===== config.mk =====
export PLATFORM = sky130hd
export DESIGN_NAME = alu_seq
export DESIGN_NICKNAME = d
export VERILOG_FILES = /design/src/rtl/alu_seq.sv
export SDC_FILE = /design/constraint.sdc
export NUM_CORES = 1
export LEC_CHECK = 0
export ABC_AREA = 1
export CORE_UTILIZATION = 58
export CTS_CLUSTER_SIZE = 16
export DETAILED_ROUTE_END_ITERATION = 16
export PLACE_DENSITY = 0.94
export SYNTH_ARGS = -nofsm -noshare
export SYNTH_HDL_FRONTEND = slang
export SYNTH_SLANG_ARGS = --single-unit

===== constraint.sdc =====
create_clock -name clk -period 3.5 [get_ports clk]
set_input_delay 0.35 -clock clk [delete_from_list [all_inputs] [get_ports clk]]
set_output_delay 0.35 -clock clk [all_outputs]
set_load 0.02 [all_outputs]

===== src/rtl/alu_seq.sv =====
// alu_seq: multi-cycle ALU (ADD/AND/NOT/SHIFT) with valid/ready handshakes and nzp codes; ports clk,rst,in_valid/in_ready,opcode,a,b,ld_cc -> out_valid/out_ready,out,err,nzp
module alu_seq #(
  parameter int WIDTH = 16,
  localparam int SHW = $clog2(WIDTH)
) (
  input  logic             clk,
  input  logic             rst,
  input  logic             in_valid,
  output logic             in_ready,
  input  logic [3:0]       opcode,
  input  logic [WIDTH-1:0] a,
  input  logic [WIDTH-1:0] b,
  input  logic             ld_cc,
  output logic             out_valid,
  input  logic             out_ready,
  output logic [WIDTH-1:0] out,
  output logic             err,
  output logic [2:0]       nzp
);
  typedef enum logic [1:0] {IDLE, SHIFT, DONE} state_t;
  state_t state, state_nx;
  logic [WIDTH-1:0] sh, sh_nx, res;
  logic [SHW-1:0] cnt;
  logic dir, ari, ld, accept, take, is_sh, multi, bad;
  assign in_ready = state == IDLE;
  assign out_valid = state == DONE;
  assign accept = in_valid && in_ready;
  assign take = out_valid && out_ready;
  assign is_sh = opcode == 4'b1101;
  assign multi = is_sh && b[SHW-1:0] != '0;
  assign bad = !(opcode inside {4'b0001, 4'b0101, 4'b1001, 4'b1101});
  always_comb begin
    res = opcode == 4'b0001 ? a + b : opcode == 4'b0101 ? a & b : opcode == 4'b1001 ? ~a : is_sh ? a : '0;
    sh_nx = dir ? {ari & sh[WIDTH-1], sh[WIDTH-1:1]} : {sh[WIDTH-2:0], 1'b0};
  end
  always_comb begin
    state_nx = state == IDLE ? (accept ? (multi ? SHIFT : DONE) : IDLE)
             : state == SHIFT ? (cnt == SHW'(1) ? DONE : SHIFT)
             : (take ? IDLE : DONE);
  end
  always_ff @(posedge clk or posedge rst) begin
    if (rst) state <= IDLE;
    else state <= state_nx;
  end
  always_ff @(posedge clk or posedge rst) begin
    if (rst) begin
      out <= '0;
      err <= 1'b0;
      nzp <= 3'b010;
      cnt <= '0;
      sh <= '0;
      dir <= 1'b0;
      ari <= 1'b0;
      ld <= 1'b0;
    end else begin
      if (accept) begin
        sh <= a;
        cnt <= b[SHW-1:0];
        dir <= b[SHW];
        ari <= b[SHW+1];
        ld <= ld_cc;
        if (!multi) begin
          out <= res;
          err <= bad;
        end
      end
      if (state == SHIFT) begin
        sh <= sh_nx;
        cnt <= cnt - 1'b1;
        if (cnt == SHW'(1)) begin
          out <= sh_nx;
          err <= 1'b0;
        end
      end
      if (take && ld && !err) nzp <= out[WIDTH-1] ? 3'b100 : out == '0 ? 3'b010 : 3'b001;
    end
  end
endmodule


---- Word-level counts from Yosys, hierarchy flattened ----
Index checks and enable logic that the tools add are counted.
storage, ports and cells
  flip-flop bits (word level) ............. 45
  bits of input ports ..................... 41
  word-level logic and storage cells ...... 58
  output and inout bits ................... 22
operators by class
  bitwise logic cells ..................... 3
  multiplexer cells ....................... 25
  reductions and logical operators ........ 12
  $add $sub $neg .......................... 2
  eq/ne operators ......................... 7
operators with widths
  kind                                               count
  two-way mux 16 bit                                 11
  adder 16 bit                                       1
  AND 16 bit                                         1
  logical NOT 16 bit                                 1
  inverter 16 bit                                    1
  two-way mux 2 bit                                  7
  == test 4 x 1 -> 1 bit (second input constant)     2
  == test 4 bit (second input constant)              2
  two-way mux 4 bit                                  2
  nonzero test 4 bit                                 2
  logical AND 1 bit                                  5
  == test 4 x 3 -> 1 bit (second input constant)     1
  two-way mux 1 bit                                  4
  subtractor 4 x 1 -> 4 bit (second input constant)  1
  two-way mux 3 bit                                  1
  == test 2 x 1 -> 1 bit (second input constant)     1
  == test 2 bit (second input constant)              1
  logical NOT 1 bit                                  2
  logical NOT 2 bit                                  1
  nonzero test 2 bit                                 1
  AND 1 bit                                          1

---- Logic depth before layout (Yosys ltp) ----
Gate-level depths: netlist of run 1.
  depth after elaboration ................. 9
  gate-level depth with buffers ........... 13
  depth with buffers taken out ............ 13

---- Least setup slack after synthesis of run 1 ----
No wires, ideal clock.
  path type ............................... input to register
  from .................................... input a[0]
  to ...................................... register out[4]
  stages on the path ...................... 10
  data arrival time ....................... 1663 ps
  path slack .............................. 1712 ps
  cell sequence ........................... ha_1 > fa_1 > nand2_1 > nand2_1 > and2_1 > o21ai_0 > a21oi_1 > nand3b_1 > nand2_1 > o21ai_0
between the ends
  longest elaborated chain between the ends .. 6
RTL lines
  item                  RTL line  text
  start, declared       11        input logic [WIDTH-1:0] a,
  adder 16 bit *        33        res = opcode == 4'b0001 ? a + b : opcode == 4'b0101 ? a & b : opcode == 4'b1001 ? ~a : is_sh ? a : '0;
  two-way mux 16 bit *  33
  two-way mux 16 bit *  62        if (!multi) begin
  two-way mux 16 bit *  56        if (accept) begin
  two-way mux 16 bit    70        if (cnt == SHW'(1)) begin
  two-way mux 16 bit *  67        if (state == SHIFT) begin
  end signal, assigned  63        out <= res;
  end signal, assigned  71        out <= sh_nx;
  end, declared         16        output logic [WIDTH-1:0] out,
Mark *: on every way between the ends. The rest lies on a longest branch, timed or not.
A chain may end at the register's enable or synchronous reset.

---- Worst setup path after layout of run 1 ----
  from .................................... input b[0]
  to ...................................... register out[12]
between the ends
  longest elaborated chain between the ends .. 6
RTL lines
  item                                                     RTL line  text
  start, declared                                          12        input logic [WIDTH-1:0] b,
  adder 16 bit or nonzero test 4 bit (tied branches)       33, 30
  two-way mux 16 bit or logical AND 1 bit (tied branches)  33, 30
  two-way mux 16 bit *                                     62
  two-way mux 16 bit *                                     56
  two-way mux 16 bit                                       70
  two-way mux 16 bit *                                     67
Marks and branches as above.

==> impl_results.md, run 1 <==
- Least-Margin Pin Slew: 0.806 ns
- R2R cell count: 8
- DRC violation count after routing: 0
- Placement Setup Slack: 0.862 ns
- Crit path time final: 2.45 ns
- Pins Over Slew Limit: 0
- Final core area utilization: 73.5%
- Gr usage total: 35.3%
- Initial core utilization: 60.1%
- Post_cts resized: 0
- CTS root buffer: clkbuf_8
- Largest net degree at the start of global routing: 31
- Synth Register Bits: 45
- Final hold slack: 0.333 ns
- Detailed Place HPWL: 7.95 mm
- Post-Layout Cell Count: 663
- Leading cell types by count after synthesis: 160 x nand2_1, 71 x inv_1, 44 x dfrtp_1, 41 x o21ai_0, 40 x a21oi_1
- Critical path, cell by cell: clkdlybuf4s50_1, ha_1, fa_1, nand2_1, nand2_1, and2_1, nand3_1, nand3_1, nand2_1, nand2_1, o21ai_0, nand2_1, nand2_1
- Number of buffers added on ports: 62
- Fillers: 450
- RR Startpoint: cnt[1]
- CTS tree: built
- Final Hold Violating Endpoints: 0
- Clk buf depth: 2
- Sequential area share after synthesis: 31.7%
- Io pins: 63
- Placed cell count: 655
- Via count: 4037
- Syn Nets: 589
- Yosys cell types: 41
- First-pass GRT wire length: 17.4 mm
- Top-count cell post-synth: nand2_1
- LEAKAGE: 2.06 nW
- Worst setup SP type: primary input
- Initial DRC count: 525
- Max Cap Violations: 0
- Clock Sinks: 45
- H-Tree Depth: 2
- Critical Path Start: b[0]
- RSZ-0062 raised after global routing: no
- Worst path slowest cell: clkdlybuf4s50_1
- Placed Instance Area: 4220 sq um
- Num CTS Buffers: 5
- DR vias/cell: 6.09
- Final setup viols: 0
- Total number of placement rows: 28
- Fin nets: 647
- WS Path Type: in -> reg
- Chip width: 80.3 microns
- FMAX: 408 MHz
- Setup Buffers After CTS: 0
- Skew final: 0.00628 ns
- Ys async rst share: 100%
- Post-route cell area: 4350 sq um
- CP dominant cell by count: nand2_1
- Core area: 5920 sq um
- Pwr Total: 2.85 mW
- Post-synth top area share: 31.0%
- Setup TNS: 0 ns
- Final wirelength: 10.7 mm
- Peak VDD IR: 400 uV
- Max transition margin: 46.3%
- Layout overhead on the synthesized area: 22.4%
- Worst hold path class: in -> async
- Final global-route overflow total: 0
- Cts hold-fix bufs: 0
- Ys Warns: 0
- Initial antenna violation count: 0
- WP data arrival: 2.69 ns
- Power per Cell Area: 653 nW/um^2
- Antenna Violating Nets Remaining: 0
- Cell area after synthesis: 3560 sq um
- Yosys top cell by area: dfrtp_1
- Setup ws final: 1.05 ns
- EDFF count, synth: 0
- CP required: 3.74 ns
- Wire per inst: 16.1 microns
- Tcrit/Tclk final: 69.9%
- Synth top area cells: dfrtp_1 31%, nand2_1 17%, inv_1 7.5%
- Drt pass-1 iters: 6
- Avg Synthesized Cell Area: 6.72 sq um
- Run status: finished clean
- Gp weighted congestion: 0.980
- Post-synth top flop: dfrtp_1
- Critical Path Fanout Max: 4
- Crit. End Element: flip-flop
- Syn Inst Count: 529
- Die area: 6450 sq um
- CP max stage delay: 0.55 ns
- Die Y: 80.3 microns
- Worst-skew pair later-pin latency: 0.31 ns
- Layout cells sized above 1: 5.10%
- CTS clk-pin slew, worst paths: 0.09 ns
- Vias in the first global route: 3640
- N_diodes: 0
[final timing paths]
path                       endpoint  slack, ns
setup / recovery            out[12]       1.05
hold / removal               cnt[3]       0.33
setup reg to reg             out[3]       1.49
hold reg to reg              cnt[0]       0.48
max in group asynchronous    nzp[1]       2.39
min in group clk             cnt[0]       0.48
[power breakdown]
| group | internal, mW | switching (mW) |
|---|---|---|
| clock | 0.284 | 0.187 |
| combinational | 0.556 | 0.839 |
| sequential | 0.756 | 0.224 |
[cell families after synthesis]
family | count (synthesis) | synth area share [%]
xor+xnor | 3 | 0.739
compound gates | 123 | 20.4
fa+ha+maj | 19 | 6.90
simple gates | 248 | 30.0
buf+inv | 91 | 10.2
flops | 45 | 31.7
[registers in the layout, indices dropped and copies added (netlist names)]
register,cells
out,16
sh,16
cnt,4
nzp,3
state,2
ari,1
dir,1
err,1
ld,1
[final cells by class]
cell class | instances | area (sq um) | area share, %
Multi-Input combinational cell | 393 | 2060 | 47.4
Tap cell | 75 | 93.8 | 2.16
Clock inverter | 3 | 65.1 | 1.49
Inverter | 77 | 292 | 6.70
Clock buffer | 5 | 68.8 | 1.58
Sequential cell | 45 | 1130 | 25.9
Timing Repair Buffer | 65 | 643 | 14.8
[routing by layer]
layer / GRT usage, % / wire length, microns / share of wire [%]
met1: 45.6 / 4050 / 38
met2: 57.0 / 4960 / 46
met3: 5.34 / 1160 / 11
met4: 18.4 / 502 / 4.7
met5: 0 / 0 / 0
[cells in the final DEF (no fill, tap or decap), drive strengths merged, types with 3 or more instances in the layout]
cell	Yosys	layout
buf	9	3
clkbuf	5	5
nand2	162	162
clkdlybuf4s50	0	62
o22ai	6	6
a22oi	3	3
ha	18	18
o221ai	3	3
o21ai	44	44
xor2	3	3
dfrtp	44	44
o211ai	14	14
nor4	4	4
nand3	31	31
a211oi	6	6
inv	77	76
nor2	44	44
a21oi	40	40
[critical path: cells and delay by family]
kind	cells	cell delay (ns)
AOI/OAI and AO/OA	1	0.22
adders and majority gates	2	0.69
buffers and inverters	1	0.55
and+or+nand+nor	9	0.88
(Power assumes the default switching activity.)
==> run 2, diff against run 1 <==
- CORE_UTILIZATION: 58 -> 54
- PLACE_DENSITY: 0.94 -> 0.89
- clock period: 3.5 -> 2.3 ns (I/O delays scaled with it)
==> impl_results.md, run 2 (synthesized netlist as in run 1, its figures left out) <==
- Core area: 6350 sq um (+7.2%)
- RR Endpoint: out[9]
- Fillers: 511 (+14%)
- CTS clk-pin slew, worst paths: 0.08 ns (about the same)
- Layout overhead on the synthesized area: 26.4%
- CTS tree: built
- Gr usage total: 31.9% (-3.4 points)
- Chip width: 83.2 microns (+3.5%)
- H-Tree Depth: 2 (unchanged)
- Max Cap Violations: 0 (unchanged)
- Fin nets: 671 (+3.7%)
- Initial antenna violation count: 0 (unchanged)
- Critical Path Fanout Max: 4 (unchanged)
- DRC violation count after routing: 0 (unchanged)
- RR Startpoint: state[1]
- Crit path time final: 2.04 ns
- Die area: 6910 sq um (+7.2%)
- Initial core utilization: 56.0% (-4.1 points)
- Final global-route overflow total: 0 (unchanged)
- Crit. End Element: flip-flop
- Post-route cell area: 4500 sq um (+3.2%)
- Final wirelength: 10.7 mm (-0.10%)
- Final core area utilization: 70.8% (-2.7 points)
- Final hold slack: 0.275 ns (-0.0576 ns)
- Sequential power share: 36.3% (+1.9 points)
- LEAKAGE: 2.15 nW (+4.4%)
- WP data arrival: 2.26 ns (-0.43 ns)
- Io pins: 63 (unchanged)
- Layout cells sized above 1: 8.33% (+3.2 points)
- Tcrit/Tclk final: 88.6%
- Largest net degree at the start of global routing: 31 (unchanged)
- Internal Power: 2.25 mW (+41%)
- Placed Instance Area: 4420 sq um (+4.6%)
- Total number of placement rows: 29 (+3.6%)
- Clock power share: 11.7% (-4.8 points)
- Worst-skew pair later-pin latency: 0.30 ns (about the same)
- WS Path Type: in -> reg
- FMAX: 491 MHz
- Least-Margin Pin Slew: 0.790 ns (-0.0155 ns)
- Setup Buffers After CTS: 0 (unchanged)
- Final Hold Violating Endpoints: 0 (unchanged)
- Run status: finished clean
- Worst setup SP type: primary input
- Vias in the first global route: 3725 (+2.3%)
- Clock Sinks: 45 (unchanged)
- Most common cell after layout, fill and taps aside: nand2_1
- First-pass GRT wire length: 17.8 mm (+2.3%)
- Cts hold-fix bufs: 0 (unchanged)
- Via count: 3996 (-1.0%)
- Regs by FF count: out (16), sh (16), cnt (4)
- Number of buffers added on ports: 62 (unchanged)
- Most frequent cells in the layout: 160 x nand2_1, 70 x inv_1, 62 x clkdlybuf4s50_1
- DR vias/cell: 5.80 (-4.8%)
- Worst hold path class: in -> async
- Num CTS Buffers: 5 (unchanged)
- Max transition margin: 47.3% (+1.0 points)
- Power per Cell Area: 906 nW/um^2 (+39%)
- Drt pass-1 iters: 5 (-1)
- Die Y: 83.2 microns (+3.5%)
- Peak VDD IR: 655 uV (+64%)
- Pins Over Slew Limit: 0 (unchanged)
- R2R cell count: 7 (-1)
- CP required: 2.52 ns (-1.22 ns)
- Post_cts resized: 0 (unchanged)
- Initial DRC count: 386 (-26%)
- Skew final: 0.00643 ns (+0.000150 ns)
- CTS root buffer: clkbuf_8
- Detailed Place HPWL: 8.30 mm (+4.4%)
- Wire per inst: 15.5 microns (-3.9%)
- Final setup viols: 0 (unchanged)
- Comb pwr share: 52.0% (+3.0 points)
- RSZ-0062 raised after global routing: no
- Reg2reg setup slack: 0.46 ns (-1.03 ns)
- N_diodes: 0 (unchanged)
- Gp weighted congestion: 0.963 (-1.7%)
- Clk buf depth: 2 (unchanged)
- Sw Pwr: 1.83 mW (+46%)
- Antenna Violating Nets Remaining: 0 (unchanged)
- Sw Share: 44.8% (+0.87 points)
[run 2: changes by cell type in the layout (fill, tap and decap cells not counted)]
| cell | delta |
|---|---|
| buf_12 | +1 |
| buf_4 | +23 |
| bufinv_16 | -2 |
| clkbuf_1 | +3 |
| clkinv_2 | -1 |
[run 2: per-layer routing]
| metal | part of all wire [%] | GRT usage, % | vias to the layer above |
|---|---|---|---|
| li1 | - | - | 1907 |
| met1 | 41 | 42.3 | 1829 |
| met2 | 47 | 52.8 | 229 |
| met3 | 9.0 | 4.08 | 31 |
| met4 | 3.0 | 12.9 | 0 |
| met5 | 0 | 0 | - |
[run 2: area by class of cell]
cell class | count | area, sq um | share of cell area [%]
clock buffer | 8 | 80.1 | 1.78
multi-input combinational | 393 | 2060 | 45.9
timing repair buffer | 89 | 836 | 18.6
tap | 77 | 96.3 | 2.14
sequential | 45 | 1130 | 25.1
inverter | 77 | 292 | 6.48
[run 2: power by group through the flow]
stage | combinational (mW) | clock (mW) | sequential (mW)
floorplan | 1.19 | 0 | 1.55
global placement | 2.01 | 0 | 1.47
detailed placement | 2.07 | 0 | 1.48
CTS | 2.09 | 0.479 | 1.47
global route | 2.32 | 0.508 | 1.52
finish | 2.12 | 0.479 | 1.48
[run 2: worst max-delay path by stage]
stage,start,to,slack [ns],depth (start not counted)
2_1_floorplan,a[0],out[4],0.63,10
3_3_place_gp,a[0],out[14],0.07,14
3_5_place_dp,a[0],out[12],-0.02,13
4_1_cts,a[0],out[12],0.28,13
5_1_grt,a[0],out[14],0.06,14
6_report,a[0],out[14],0.26,14
[run 2: critical path: stages]
cell and delay [ns]:
clkdlybuf4s50_1 0.44, ha_1 0.27, fa_1 0.39, nand2_1 0.09
nand2_1 0.06, nand3_1 0.06, nand2_1 0.10, nand2_1 0.12
nand2_1 0.06, nand2_1 0.06, nand3_1 0.07, nand2_1 0.08
nand2_1 0.07, a21oi_1 0.15
[run 2: metrics by stage]
step                      power, mW  std cells  setup WS, ns  setup TNS, ns
after floorplan                2.75        529         0.632              0
after global placement         3.48        681        0.0710              0
after detailed placement       3.55        681       -0.0227        -0.0407
after CTS                      4.03        689         0.281              0
after global routing           4.34        689        0.0568              0
final                          4.08        689         0.262              0
==> run 3, diff against run 2 <==
- CORE_UTILIZATION: 54 -> 55
- CTS_BUF_LIST: default -> sky130_fd_sc_hd__clkbuf_4 sky130_fd_sc_hd__clkbuf_8
- PLACE_DENSITY: 0.89 -> default
- PLACE_DENSITY_LB_ADDON: default -> 0.25
==> impl_results.md, run 3 (synthesized netlist as in run 1, its figures left out) <==
- Most common cell after layout, fill and taps aside: nand2_1
- Initial core utilization: 58.7% (+2.7 points)
- Max Cap Violations: 0 (unchanged)
- Max transition margin: 48.4% (+1.1 points)
- Gp weighted congestion: 0.925 (-4.0%)
- Clock Sinks: 45 (unchanged)
- Io pins: 63 (unchanged)
- Internal Power: 2.38 mW (+5.9%)
- Sw Share: 43.5% (-1.3 points)
- CP max stage delay: 0.46 ns (+0.02 ns)
- Multi-input gate area: 2060 sq um (unchanged)
- Fin nets: 679 (+1.2%)
- Crit. End Element: flip-flop
- Clock power share: 14.7% (+3.0 points)
- CP required: 2.56 ns (+0.04 ns)
- Pwr Total: 4.22 mW (+3.4%)
- Tcrit/Tclk final: 91.2% (+2.6 points)
- Post_cts resized: 0 (unchanged)
- Initial DRC count: 274 (-29%)
- Layout overhead on the synthesized area: 29.0%
- WP data arrival: 2.36 ns (+0.10 ns)
- Register Area: 1130 sq um (unchanged)
- Pins Over Slew Limit: 0 (unchanged)
- Largest net degree at the start of global routing: 31 (unchanged)
- Final Hold Violating Endpoints: 0 (unchanged)
- Via count: 3911 (-2.1%)
- CTS root buffer: clkbuf_8
- Die Y: 82.4 microns (-0.90%)
- Layout cells sized above 1: 10.0% (+1.7 points)
- Clk buf depth: 2 (unchanged)
- Critical path, cell by cell: clkdlybuf4s50_1, ha_1, fa_1, nand2_1, nand2_1, and2_1, nand3_1, nand3_1, nand2_1, nand2_1, o21ai_0, nand2_1, nand2_1
- Peak VDD IR: 734 uV (+12%)
- Final hold slack: 0.239 ns (-0.0368 ns)
- Fillers: 492 (-3.7%)
- Number of buffers added on ports: 62 (unchanged)
- Die area: 6790 sq um (-1.8%)
- Gr usage total: 34.5% (+2.6 points)
- Crit path time final: 2.10 ns (+0.0588 ns)
- Vias in the first global route: 3579 (-3.9%)
- Least-Margin Pin Slew: 0.774 ns (-0.0164 ns)
- Initial antenna violation count: 0 (unchanged)
- CTS clk-pin slew, worst paths: 0.09 ns (about the same)
- Sequential power share: 35.2% (-1.1 points)
- Setup Buffers After CTS: 0 (unchanged)
- Final setup viols: 0 (unchanged)
- H-Tree Depth: 2 (unchanged)
- RSZ-0062 raised after global routing: no
- Power per Cell Area: 919 nW/um^2 (+1.4%)
- Comb pwr share: 50.1% (-1.9 points)
- Run status: finished clean
- Detailed Place HPWL: 8.40 mm (+1.2%)
- Skew final: 0.00849 ns (+0.00206 ns)
- CP dominant cell by count: nand2_1
- FMAX: 477 MHz (-2.8%)
- Num CTS Buffers: 5 (unchanged)
- Sw Pwr: 1.83 mW (+0.36%)
- Critical Path Fanout Max: 4 (unchanged)
- WS Path Type: in -> reg
- Setup TNS: 0 ns (unchanged)
- DR vias/cell: 5.63 (-3.0%)
- Drt pass-1 iters: 5 (unchanged)
- Cts hold-fix bufs: 0 (unchanged)
- Final global-route overflow total: 0 (unchanged)
- LEAKAGE: 2.21 nW (+2.7%)
- CTS tree: built
- DRC violation count after routing: 0 (unchanged)
- Worst setup SP type: primary input
- Final wirelength: 10.7 mm (about the same)
- Core area: 6060 sq um (-4.6%)
- Total number of placement rows: 28 (-3.4%)
- Worst-skew pair later-pin latency: 0.32 ns (+0.02 ns)
- Wire per inst: 15.3 microns (-0.80%)
- Worst hold path class: in -> async
- Most frequent cells in the layout: 160 x nand2_1, 70 x inv_1, 62 x clkdlybuf4s50_1
- First-pass GRT wire length: 17.3 mm (-2.8%)
- Chip width: 82.4 microns (-0.90%)
- Antenna Violating Nets Remaining: 0 (unchanged)
- Worst path slowest cell: clkdlybuf4s50_1
- Regs by FF count: out (16), sh (16), cnt (4)
- N_diodes: 0 (unchanged)
run 3: cell types whose count changed in the layout (fill, tap and decap cells not counted):
cell | previous run | this run
clkbuf_1 | 3 | 0
clkbuf_4 | 0 | 1
clkinv_4 | 0 | 1
bufinv_16 | 0 | 1
buf_4 | 26 | 34
run 3: path summary, 6_finish.rpt:
path | from | to | slack [ns] | cells past startpoint
max | b[0] | out[12] | 0.20 | 13
min | rst | cnt[2] | 0.24 | 2
max reg2reg | state[1] | out[3] | 0.45 | 8
min reg2reg | nzp[1] | nzp[1] | 0.49 | 2
max in group asynchronous | rst | out[5] | 1.54 | 3
min in group clk | ld_cc | ld | 0.48 | 3
run 3: area by class of cell:
cell class                 instances  area share [%]
multi-input combinational        393            45.0
clock buffer                       6            1.66
clock inverter                     2           0.845
timing repair buffer              97            19.5
tap                               75            2.05
sequential                        45            24.6
inverter                          77            6.35
run 3: metal layers:
layer / track usage, % / vias up / routed length (microns)
met5: 0 / - / 0
met4: 11.2 / 0 / 215
met3: 5.49 / 22 / 848
met2: 55.4 / 162 / 4970
met1: 47.2 / 1806 / 4620
li1: - / 1921 / -
run 3: per-stage QoR:
stage                     instances  instance area (sq um)  utilization (%)  setup WS, ns
after detailed placement        687                   4470             73.8       -0.0705
final                           695                   4590             75.7         0.203
after global placement          687                   4470             73.8      -0.00441
after floorplan                 529                   3560                -         0.632
after CTS                       695                   4590             75.7         0.234
after global routing            695                   4590             75.7        0.0584
run 3: worst max-delay path, delay by kind of cell:
kind | cells | cell delay (ns)
AO/OA/AOI/OAI | 1 | 0.22
AND/OR/NAND/NOR | 9 | 0.80
adder cells (fa/ha/maj) | 2 | 0.65
buffers and inverters | 1 | 0.46
run 3: power groups by stage:
stage	Combinational (mW)	Clock (mW)	Sequential [mW]
6_report	2.11	0.622	1.48
5_1_grt	2.35	0.644	1.53
4_1_cts	2.10	0.615	1.47
3_5_place_dp	2.09	0	1.49
3_3_place_gp	2.04	0	1.47
2_1_floorplan	1.19	0	1.55
